`src/rtl/rx_clk_divider.sv`:
```
// -----------------------------------------------------------------------------
// rx_clk_divider
//
// Integer clock divider for the UART RX sampling clock. Takes the divide ratio
// N from the RX prescale mux and divides i_ref_clk by N:
//   - even N : 50% duty cycle
//   - odd N  : LOW for (N+1)/2 cycles, HIGH for (N-1)/2 cycles
//   - N < 2, or i_clk_en low : i_ref_clk passes straight through (bypass)
//
// Ports:
//   i_ref_clk   : reference clock, the only clock in the block
//   i_rst_n     : synchronous, active-low reset
//   i_clk_en    : divider enable; low forces bypass
//   i_div_ratio : requested divide ratio N (unsigned, RATIO_WD bits)
//   o_div_clk   : divided clock, or i_ref_clk in bypass
//
// Build option:
//   RX_CLKDIV_GLITCHLESS_EN
//     defined   - a ratio change while dividing is taken only at the period
//                 boundary (HIGH->LOW), so the running period always completes.
//     undefined - a ratio change while dividing is taken at once and restarts
//                 a LOW phase; a shortened phase can appear on o_div_clk.
// -----------------------------------------------------------------------------
module rx_clk_divider #(
  parameter int RATIO_WD = 8
) (
  input  logic                i_ref_clk,
  input  logic                i_rst_n,
  input  logic                i_clk_en,
  input  logic [RATIO_WD-1:0] i_div_ratio,
  output logic                o_div_clk
);

  localparam int CNT_WD = RATIO_WD - 1;
  localparam logic [RATIO_WD-1:0] ONE_R = {{(RATIO_WD-1){1'b0}}, 1'b1};
  localparam logic [CNT_WD-1:0]   ONE_C = {{(CNT_WD-1){1'b0}}, 1'b1};

  logic [CNT_WD-1:0]   cnt_q,   cnt_d;
  logic                div_q,   div_d;
  logic [RATIO_WD-1:0] ratio_q, ratio_d;

  logic                div_act;
  logic [RATIO_WD-1:0] half_lo;   // ceil(N/2): LOW phase length
  logic [RATIO_WD-1:0] half_hi;   // floor(N/2): HIGH phase length
  logic                phase_end;

  // Divide mode only when enabled and the shadowed ratio really divides.
  assign div_act = i_clk_en && (ratio_q >= RATIO_WD'(2));

  assign half_hi = ratio_q >> 1;
  assign half_lo = (ratio_q >> 1) + {{(RATIO_WD-1){1'b0}}, ratio_q[0]};

  // The LOW phase is at most 2^(RATIO_WD-1) cycles, so its last count fits in
  // RATIO_WD-1 bits; compare against the zero-extended counter.
  always_comb begin
    if (div_q) begin
      phase_end = ({1'b0, cnt_q} == (half_hi - ONE_R));
    end else begin
      phase_end = ({1'b0, cnt_q} == (half_lo - ONE_R));
    end
  end

  always_comb begin
    cnt_d   = cnt_q;
    div_d   = div_q;
    ratio_d = ratio_q;

    if (!div_act) begin
      // Bypass: track the requested ratio, park the phase logic at LOW/0.
      ratio_d = i_div_ratio;
      cnt_d   = '0;
      div_d   = 1'b0;
    end else begin
      if (phase_end) begin
        cnt_d = '0;
        div_d = ~div_q;
      end else begin
        cnt_d = cnt_q + ONE_C;
      end

`ifdef RX_CLKDIV_GLITCHLESS_EN
      // End of HIGH is the period boundary: the only safe point to retarget.
      if (div_q && phase_end) begin
        ratio_d = i_div_ratio;
      end
`else
      // Retarget immediately and restart from the beginning of a LOW phase.
      if (i_div_ratio != ratio_q) begin
        ratio_d = i_div_ratio;
        cnt_d   = '0;
        div_d   = 1'b0;
      end
`endif
    end
  end

  always_ff @(posedge i_ref_clk) begin
    if (!i_rst_n) begin
      cnt_q   <= '0;
      div_q   <= 1'b0;
      ratio_q <= '0;
    end else begin
      cnt_q   <= cnt_d;
      div_q   <= div_d;
      ratio_q <= ratio_d;
    end
  end

  // Bypass switches combinationally so a falling enable takes effect at once.
  assign o_div_clk = div_act ? div_q : i_ref_clk;

endmodule

```
`config.mk`:
```
export PLATFORM = sky130hd
export DESIGN_NAME = rx_clk_divider
export DESIGN_NICKNAME = d
export VERILOG_FILES = /design/src/rtl/rx_clk_divider.sv
export SDC_FILE = /design/constraint.sdc
export NUM_CORES = 1
export LEC_CHECK = 0
export ABC_AREA = 1
export BUFFER_PORTS_ARGS = -buffer_cell sky130_fd_sc_hd__buf_2
export CAP_MARGIN = 10
export CORE_MARGIN = 2
export CORE_UTILIZATION = 35
export CTS_BUF_LIST = sky130_fd_sc_hd__clkbuf_4 sky130_fd_sc_hd__clkbuf_8
export DETAILED_ROUTE_END_ITERATION = 8
export SLEW_MARGIN = 20
export SYNTH_ARGS = -nofsm -noshare
export SYNTH_HDL_FRONTEND = slang
export SYNTH_SLANG_ARGS = --single-unit
```
`constraint.sdc`:
```
create_clock -name i_ref_clk -period 2.6 [get_ports i_ref_clk]
set_input_delay 0.52 -clock i_ref_clk [delete_from_list [all_inputs] [get_ports i_ref_clk]]
set_output_delay 0.52 -clock i_ref_clk [all_outputs]
set_load 0.005 [all_outputs]
```
==> flow_summary.ini <==
[status]
run_status = completed

[global_routing]
grt_pass1_vias = 900
grt-ovfl-total = 0
grt_pass1_wl_mm = 3.69
grt_usage_pct = 13.9
grt_max_degree = 10
grt_antenna_before_repair = 0

[timing]
worst_slew_pin_slew_ps = 404
setup_viol = 0
rsz0062_at_grt = no
final_hold_viol_count = 0
fin_skew_ps = 8.05
slew_viol_final = 0
tns_ps = 0
max_slew_margin_pct = 73.0

[layout]
num_antenna_cells = 0
final_nets = 189
register_area_um2 = 320
nFillCells = 336
multi_input_area_um2 = 703
final_common_cell = nand2_1
drive_gt1_share_pct = 27.5
final_cell_mix = nand2_1, inv_1, dfxtp_1
syn_to_final_growth_pct = 12.3

[routing]
first_pass_iters = 4
wl_per_cell_um = 9.93
ant_nets = 0
totalWireLength_mm = 2.14
drt-initial-drc-count = 28
drc = 0
viasPerCell = 4.39
vias = 944

[critical_path]
cp_data_required_time_ps = 2080
start_kind = clock port
critPathKind = clock port to output port
critPathArrivalTime_ps = 1790
worstPathMaxFanout = 2
worstSetupEndpointType = output port

[die]
die_x_um = 61.1
initial_core_util_pct = 37.1
die_area_um2 = 3730
io_pins = 12
core_um2 = 3080
num_rows = 20
die_height_um = 61.1

[placed_design]
place_hpwl_mm = 1.70
io_buffers = 11
routabilityCongestion = 0.819

[cts]
ctsResizeCount = 0
clk_pin_slew_ps = 90
clk_latency_ps = 390
cts_tree = done
postCtsHoldBufs = 0
cts_setup_buffers = 0

[power]
pwr_density_cell_nw_per_um2 = 447
p_total_mw = 0.573
p_leak_nw = 0.599
ir_worst_vdd_v = 0.000209

[synthesis]
synthSimpleGateAreaFrac_pct = 39.3
synth_cells = 156
synth_top_family_by_area = simple AND/OR/NAND/NOR gates
synth_mux_area_share_pct = 0
synth.cell_area_um2 = 1140
synth_cell_types = 25
syn_nets = 172
ys_seq_elements = 16
synthXorXnorAreaFrac_pct = 12.3
syn_avg_cell_area_um2 = 7.31
yosysSeqAreaShare_pct = 28.1
synth_compound_area_share_pct = 4.61
ys_warn_count = 0
synthAdderAreaFrac_pct = 5.48

[min_path]
hold_class = primary input to register

[job]
maxCapViolations = 0
[final cells by class]
type                    count  area share, %
repair buffers             10           3.91
well taps                  44           4.30
multi-input cells         112           54.9
clock buffers               7           3.91
flip-flops and latches     16           25.0
inverters                  26           8.01
[worst paths after layout]
check | slack [ps] | depth (start not counted) | from | end
worst max-delay path | 290 | 5 | i_ref_clk | o_div_clk
worst min-delay path | 330 | 3 | i_div_ratio[5] | ratio_q[5]
worst max register to register | 640 | 14 | ratio_q[1] | cnt_q[6]
worst min register to register | 500 | 1 | cnt_q[0] | cnt_q[0]
[synthesized netlist by cell type]
cell       n  share of area, %
nand2_1   34                11
inv_1     23               7.6
dfxtp_1   16                28
nand3_1   12               5.3
nor2_2    11               6.0
nor2_1    10               3.3
xor2_1     9               6.9
xnor2_1    7               5.4
ha_1       5               5.5
nand2_2    5               2.7
nand2_4    3               3.0
nand3_2    3               2.6
nand3b_1   3               2.0
a21oi_1    2              0.88
inv_2      2              0.66
o21ai_1    2              0.88
a21oi_2    1              0.77
buf_6      1              0.99
clkbuf_1   1              0.33
inv_6      1              0.77
nor2_4     1              0.99
nor3b_4    1               1.6
o21a_4     1               1.3
o21ai_2    1              0.77
or2_1      1              0.55
[critical path, stage by stage]
cell and delay, ps:
clkbuf_4 110, clkbuf_4 120, nor2_1 90, a21oi_1 40, buf_2 120
[report_power, final]
part           total [mW]  switching, mW  internal [mW]
sequential          0.260        0.00877          0.252
clock               0.209         0.0966          0.112
combinational       0.104         0.0601         0.0437
[per-stage QoR]
step / worst slack (ps) / utilization, % / instance area [um^2] / hold slack [ps] / cells
5_1_grt: 250 / 41.6 / 1280 / 325 / 215
2_1_floorplan: 652 / - / 1140 / 451 / 156
3_3_place_gp: 549 / 40.2 / 1240 / 488 / 209
4_1_cts: 276 / 41.6 / 1280 / 320 / 215
6_report: 291 / 41.6 / 1280 / 333 / 215
3_5_place_dp: 549 / 40.2 / 1240 / 494 / 209
[cell families after synthesis]
family / after synthesis
AND/OR/NAND/NOR: 84
XOR/XNOR: 16
adder cells (fa/ha/maj): 5
AO/OA/AOI/OAI: 7
buffers and inverters: 28
flip-flops: 16
[registers in the layout (all words and copies together) (netlist names)]
signal and cells:
ratio_q 8, div_q 1, cnt_q 7
[layer usage]
| metal | wire length [um] | GRT usage [%] | vias up |
|---|---|---|---|
| li1 | - | - | 508 |
| met1 | 1050 | 17.9 | 425 |
| met2 | 1020 | 20.7 | 7 |
| met3 | 40 | 3.36 | 4 |
| met4 | 29 | 8.70 | 0 |
| met5 | 0 | 0 | - |
(Power assumes the default switching activity.)
